File: config.mk
export PLATFORM = sky130hd
export DESIGN_NAME = reg_bank
export DESIGN_NICKNAME = d
export VERILOG_FILES = /design/src/rtl/reg_bank_pkg.sv /design/src/rtl/reg_bank_rport.sv /design/src/rtl/reg_bank.sv
export SDC_FILE = /design/constraint.sdc
export NUM_CORES = 2
export LEC_CHECK = 0
export ABC_AREA = 1
export CAP_MARGIN = 20
export CORE_MARGIN = 3
export CORE_UTILIZATION = 60
export CTS_CLUSTER_DIAMETER = 100
export DETAILED_ROUTE_END_ITERATION = 8
export DONT_BUFFER_PORTS = 1
export HOLD_SLACK_MARGIN = 0.1
export PLACE_DENSITY = 0.73
export SLEW_MARGIN = 40
export SYNTH_ARGS = -nofsm -noshare
export SYNTH_HDL_FRONTEND = slang
export SYNTH_HIERARCHICAL = 1
export SYNTH_SLANG_ARGS = --single-unit
File: constraint.sdc
create_clock -name clk -period 5.2 [get_ports clk]
set_input_delay 0.52 -clock clk [delete_from_list [all_inputs] [get_ports clk]]
set_output_delay 0.52 -clock clk [all_outputs]
set_load 0.05 [all_outputs]
File: src/rtl/reg_bank_pkg.sv
// Shared definitions for the general-purpose register bank: lane helpers and
// the byte-lane merge used by both the write path and the read-port bypass.
package reg_bank_pkg;

  localparam int DEF_WIDTH = 32;
  localparam int MAX_WIDTH = 256;
  localparam int MAX_LANES = MAX_WIDTH / 8;

  typedef logic [MAX_WIDTH-1:0] word_t;
  typedef logic [MAX_LANES-1:0] lanes_t;

  function automatic int lane_count(input int width);
    return width / 8;
  endfunction

  // Lanes with a set strobe take the new word, all others keep the old one.
  // Operands are zero-extended to MAX_WIDTH by the caller and truncated back.
  function automatic word_t lane_merge(input word_t old_w, input word_t new_w, input lanes_t be);
    word_t res;
    res = old_w;
    for (int i = 0; i < MAX_LANES; i++) begin
      if (be[i]) res[8*i +: 8] = new_w[8*i +: 8];
    end
    return res;
  endfunction

endpackage

File: src/rtl/reg_bank_rport.sv
// One combinational read port: address decode, range check, R0 zeroing and
// optional forwarding of the write being committed this cycle.
module reg_bank_rport
  import reg_bank_pkg::*;
#(
  parameter int WIDTH   = DEF_WIDTH,
  parameter int DEPTH   = 16,
  parameter bit R0_ZERO = 1'b1,
  parameter bit BYPASS  = 1'b1,
  parameter int ADDR_W  = 4
) (
  input  logic [ADDR_W-1:0]       rd_addr,
  input  logic [DEPTH*WIDTH-1:0]  regs_flat,
  input  logic                    wr_fwd,
  input  logic [ADDR_W-1:0]       wr_addr,
  input  logic [WIDTH-1:0]        wr_data,
  input  logic [WIDTH/8-1:0]      wr_be,
  output logic [WIDTH-1:0]        rd_data
);

  logic [WIDTH-1:0] stored;
  word_t            merged;

  // Out-of-range addresses match no entry and fall through to zero.
  always_comb begin
    stored = '0;
    for (int i = 0; i < DEPTH; i++) begin
      if (rd_addr == ADDR_W'(i)) stored = regs_flat[i*WIDTH +: WIDTH];
    end
    if (R0_ZERO && rd_addr == '0) stored = '0;

    merged = lane_merge(word_t'(stored), word_t'(wr_data), lanes_t'(wr_be));

    if (BYPASS && wr_fwd && rd_addr == wr_addr) rd_data = merged[WIDTH-1:0];
    else rd_data = stored;
  end

endmodule

File: src/rtl/reg_bank.sv
// General-purpose register file: one byte-strobed write port, two
// combinational read ports, synchronous bulk clear and invalid-write flag.
module reg_bank
  import reg_bank_pkg::*;
#(
  parameter int WIDTH   = DEF_WIDTH,
  parameter int DEPTH   = 16,
  parameter bit R0_ZERO = 1'b1,
  parameter bit BYPASS  = 1'b1,
  localparam int ADDR_W = (DEPTH > 1) ? $clog2(DEPTH) : 1,
  localparam int LANES  = lane_count(WIDTH)
) (
  input  logic              clk,
  input  logic              clr,
  input  logic              en,
  input  logic              sclr,
  input  logic [ADDR_W-1:0] wr_addr,
  input  logic [WIDTH-1:0]  wr_data,
  input  logic [LANES-1:0]  wr_be,
  input  logic [ADDR_W-1:0] rd_addr_a,
  input  logic [ADDR_W-1:0] rd_addr_b,
  output logic [WIDTH-1:0]  rd_data_a,
  output logic [WIDTH-1:0]  rd_data_b,
  output logic              wr_err
);

  localparam logic [ADDR_W:0] DEPTH_W = (ADDR_W+1)'(DEPTH);

  logic [WIDTH-1:0]       regs [DEPTH];
  logic [DEPTH*WIDTH-1:0] regs_flat;
  logic                   addr_ok;
  logic                   r0_hit;
  logic                   wr_hit;
  logic                   wr_bad;
  logic [WIDTH-1:0]       wr_old;
  logic [WIDTH-1:0]       wr_merged;
  word_t                  merged_full;

  for (genvar g = 0; g < DEPTH; g++) begin : g_flat
    assign regs_flat[g*WIDTH +: WIDTH] = regs[g];
  end

  // wr_hit also drives forwarding, so it excludes sclr and a hardwired R0.
  always_comb begin
    addr_ok = {1'b0, wr_addr} < DEPTH_W;
    r0_hit  = R0_ZERO && wr_addr == '0;
    wr_hit  = en && !sclr && addr_ok && !r0_hit;
    wr_bad  = en && (|wr_be) && !addr_ok;

    wr_old = '0;
    for (int i = 0; i < DEPTH; i++) begin
      if (wr_addr == ADDR_W'(i)) wr_old = regs[i];
    end
    merged_full = lane_merge(word_t'(wr_old), word_t'(wr_data), lanes_t'(wr_be));
    wr_merged   = merged_full[WIDTH-1:0];
  end

  always_ff @(posedge clk or negedge clr) begin
    if (!clr) begin
      for (int i = 0; i < DEPTH; i++) regs[i] <= '0;
      wr_err <= 1'b0;
    end else if (sclr) begin
      for (int i = 0; i < DEPTH; i++) regs[i] <= '0;
      wr_err <= 1'b0;
    end else begin
      wr_err <= wr_bad;
      for (int i = 0; i < DEPTH; i++) begin
        if (wr_hit && wr_addr == ADDR_W'(i)) regs[i] <= wr_merged;
      end
    end
  end

  reg_bank_rport #(
    .WIDTH(WIDTH), .DEPTH(DEPTH), .R0_ZERO(R0_ZERO), .BYPASS(BYPASS), .ADDR_W(ADDR_W)
  ) u_rport_a (
    .rd_addr  (rd_addr_a),
    .regs_flat(regs_flat),
    .wr_fwd   (wr_hit),
    .wr_addr  (wr_addr),
    .wr_data  (wr_data),
    .wr_be    (wr_be),
    .rd_data  (rd_data_a)
  );

  reg_bank_rport #(
    .WIDTH(WIDTH), .DEPTH(DEPTH), .R0_ZERO(R0_ZERO), .BYPASS(BYPASS), .ADDR_W(ADDR_W)
  ) u_rport_b (
    .rd_addr  (rd_addr_b),
    .regs_flat(regs_flat),
    .wr_fwd   (wr_hit),
    .wr_addr  (wr_addr),
    .wr_data  (wr_data),
    .wr_be    (wr_be),
    .rd_data  (rd_data_b)
  );

endmodule

==> Flow_metrics.wiki <==
{| class="wikitable"
! Metric !! Value
|-
| Number of vias after detailed routing || 38.4k
|-
| Pin count of the biggest net entering global routing || 513
|-
| Net count after synthesis || 5476
|-
| Root buffer cell || sky130_fd_sc_hd__clkbuf_16
|-
| Biggest registers after layout || regs x512
|-
| Number of antenna violations at the first check in global routing || 3
|-
| Power per Cell Area || 308 nW/um2
|-
| Via count of the first global-routing pass || 34.3k
|-
| Kind of capture point of the worst setup path || output port
|-
| Main synth FF type || sky130_fd_sc_hd__dfrtp_1
|-
| Number of rows created at floorplan || 86
|-
| Number of slew-limit violations in the final report || 0
|-
| Count of cells resized by post-cts repair || 0
|-
| Setup Skew || 0.0288 ns
|-
| Worst slew slack as a fraction of its limit || 11.5%
|-
| Detail Route Antenna Nets || 0
|-
| TritonCTS clock tree || done
|-
| Share of async-settable or async-resettable flops after synthesis || 100%
|-
| Final Hold Fails || 512
|-
| Post-CTS Setup Inserts || 0
|-
| Routed wire length || 147 mm
|-
| Most common library cell in the layout ignoring fill and taps || sky130_fd_sc_hd__nand2_1
|-
| Sort of element at the start of the critical path || input pin
|-
| Drt via density || 6.37
|-
| # H-tree levels || 2
|-
| Area of the core region || 55600 um2
|-
| Area of the die || 59600 um2
|-
| Relative area change from synthesis to final layout || 6.79%
|-
| TritonCTS Buffers || 58
|-
| Total Nets Final || 5284
|-
| Die W || 244 um
|-
| Flip-flop and latch area || 12800 um2
|-
| Top-level I/O count || 117
|-
| Critical path class || input pin to output port
|-
| Number of max-capacitance violations reported || 0
|-
| Count of buffers from port buffering || 0
|-
| WP buf/inv || 1
|-
| Largest cells by area after synthesis || sky130_fd_sc_hd__dfrtp_1 (38%), sky130_fd_sc_hd__nand2_1 (26%), sky130_fd_sc_hd__nand3_1 (9.7%)
|-
| Worst ir drop on vdd || 292 uV
|-
| Arrival @ worst endpoint || 3.18 ns
|-
| Fill cell count || 5231
|-
| Share of the synthesized area in the top cell type || 37.6%
|-
| Unrepaired setup endpoints after global routing || no
|-
| Maximum buffer depth of the clock tree || 3
|-
| Fin Setup TNS || 0 ns
|-
| Worst Path Max Fanout || 37
|-
| Worst-Skew Late Latency || 0.66 ns
|-
| Sinks on Clock Net || 512
|-
| All-Layer GR Usage || 47.7%
|-
| Run status || complete, but fails checks
|-
| Post-Syn Area || 34000 um2
|-
| Clock-pin slew reported for the worst setup and hold paths after clock tree synthesis || 0.06 ns
|-
| DR DRC count || 0
|-
| Commonest cells after routing, fill and taps aside || sky130_fd_sc_hd__nand2_1 (2336), sky130_fd_sc_hd__nand3_1 (657), sky130_fd_sc_hd__dfrtp_1 (512), sky130_fd_sc_hd__nor2_1 (405), sky130_fd_sc_hd__inv_1 (336)
|-
| Worst hold margin || -0.417 ns
|-
| Total setup violations reported at the end of the flow || 0
|-
| Fraction of final layout cells with drive strength greater than 1 || 7.34%
|-
| Count of routing violations after the opening detailed-route iteration || 6812
|-
| Min Clock Period, post-route || 3.70 ns
|-
| Largest reg by FF count || regs
|-
| Gate count of the mapped netlist || 5424
|-
| Area taken by multi-input logic gates || 18700 um2
|-
| Number of optimization iterations in the first detailed-route pass || 7
|-
| Global-route congestion overflow total || 0
|-
| Slowest stage delay, CP || 0.59 ns
|-
| Slew of the pin with the lowest slew margin || 1.33 ns
|-
| Die Span Y || 244 um
|-
| Share of the cycle needed by the critical path after routing || 71.1%
|-
| Area leader, netlist || sky130_fd_sc_hd__dfrtp_1
|-
| Static leakage || 18.2 nW
|-
| Synthesized area divided by synthesized cell count || 6.27 um2
|-
| Count of yosys warnings during synthesis || 6
|-
| DP Cell Count || 5916
|-
| Flip-flop count of the largest register, all copies and words added || 512
|-
| Max frequency || 0.271 GHz
|-
| Number of flip-flops and latches in the synthesized netlist || 512
|-
| WL per Instance || 24.4 um
|-
| Routability congestion estimate from global placement || 0.975
|-
| CTS Hold Buffers Added || 1
|-
| Distinct cells, synth || 32
|-
| Starting Density || 61.2%
|-
| Number of flops mapped to enable cells by yosys || 0
|-
| Total half-perimeter wirelength after legalization and detailed placement || 93.5 mm
|-
| Number of standard cells in the final layout excluding fillers || 6022
|-
| Crit-path leading delay family || simple AND/OR/NAND/NOR gates
|-
| Standard cell with the maximum stage delay on the critical path || sky130_fd_sc_hd__nand2_2
|-
| Part of the Yosys area used for sequential elements || 37.6%
|-
| HP Class || input pin to async pin
|-
| Violated checks || hold timing
|-
| Crit path cell chain || nand2_4 -> inv_1 -> nand2_2 -> nor2_1 -> nor2_1 -> nand4_1 -> nand2_1 -> nand4_1 -> nor2_1 -> nand4_1 -> nand2_1 -> nand2_1
|-
| First-pass GRT wire length || 216 mm
|-
| Required time worst endpoint || 4.68 ns
|}
-- report_power, final --
part / switching, mW / internal, mW
logic: 1.79 / 0.516
registers: 0.475 / 4.38
clock network: 1.79 / 2.24
-- through the flow --
stage	util (%)	instance area [um2]	setup WS (ns)	hold slack (ns)	total power, mW
final	65.3	36300	1.50	-0.417	11.2
after global routing	65.3	36300	1.45	-0.418	11.5
after CTS	65.2	36300	1.67	-0.434	11.0
after detailed placement	62.0	34500	1.68	0.239	7.05
after global placement	61.6	34300	1.70	0.235	7.01
after floorplan	-	34000	2.27	0.224	6.29
-- Yosys cell counts, types with 16 or more instances --
master	instances
sky130_fd_sc_hd__a21oi_1	220
sky130_fd_sc_hd__buf_1	18
sky130_fd_sc_hd__buf_2	76
sky130_fd_sc_hd__buf_4	17
sky130_fd_sc_hd__clkbuf_1	219
sky130_fd_sc_hd__dfrtp_1	512
sky130_fd_sc_hd__inv_1	340
sky130_fd_sc_hd__inv_2	27
sky130_fd_sc_hd__nand2_1	2339
sky130_fd_sc_hd__nand2_2	22
sky130_fd_sc_hd__nand3_1	657
sky130_fd_sc_hd__nand4_1	259
sky130_fd_sc_hd__nor2_1	422
sky130_fd_sc_hd__nor2_2	16
sky130_fd_sc_hd__nor3_1	64
sky130_fd_sc_hd__or2_0	70
sky130_fd_sc_hd__or2_1	17
sky130_fd_sc_hd__or2_2	79
-- worst paths after layout --
| kind | from | endpoint | slack [ns] | cells past startpoint |
|---|---|---|---|---|
| setup / recovery | rd_addr_b[1] | rd_data_b[12] | 1.50 | 12 |
| hold / removal | clr | regs[507] | -0.42 | 0 |
| setup reg to reg | regs[492] | regs[460] | 2.48 | 12 |
| hold reg to reg | regs[486] | regs[486] | 0.49 | 2 |
| max in group asynchronous | clr | regs[125] | 4.56 | 0 |
| min in group clk | sclr | regs[110] | 0.14 | 3 |
-- cells by family after synthesis --
group	Yosys count	synth area share (%)
XOR/XNOR	2	0.0515
buffers and inverters	707	8.47
other	1	0.0110
flip-flops	512	37.6
AND/OR/NAND/NOR	3969	50.3
AO/OA/AOI/OAI	233	3.51
-- cell type report --
class	instances	area share, %
clock inverter	10	0.148
antenna	1	0.00689
timing repair buffer	88	1.96
clock buffer	91	4.72
sequential	512	35.3
inverter	367	3.81
multi-input combinational	4205	51.5
tap	748	2.58
-- metal layers --
layer  GRT usage [%]  vias up  routed length (um)
met1            68.5    17482               55400
li1                -    16812                   -
met4            18.4        4                6660
met3            18.3      559               27900
met2            64.5     3500               56600
met5               0        -                 156
-- worst reg2reg max path, cell delays in order (launching register included) --
cell                      delay (ns)
sky130_fd_sc_hd__dfrtp_1        0.38
sky130_fd_sc_hd__nand3_1        0.13
sky130_fd_sc_hd__nand2_1        0.07
sky130_fd_sc_hd__nor2_1         0.14
sky130_fd_sc_hd__nand4_1        0.16
sky130_fd_sc_hd__nor2_1         0.23
sky130_fd_sc_hd__nand4_1        0.13
sky130_fd_sc_hd__nor2_1         0.35
sky130_fd_sc_hd__nand4_1        0.17
sky130_fd_sc_hd__nand2_1        0.09
sky130_fd_sc_hd__nand2_1        0.44
sky130_fd_sc_hd__nand3_1        0.25
sky130_fd_sc_hd__nand2_1        0.07
Note: power is estimated with default switching activity, not from simulation.
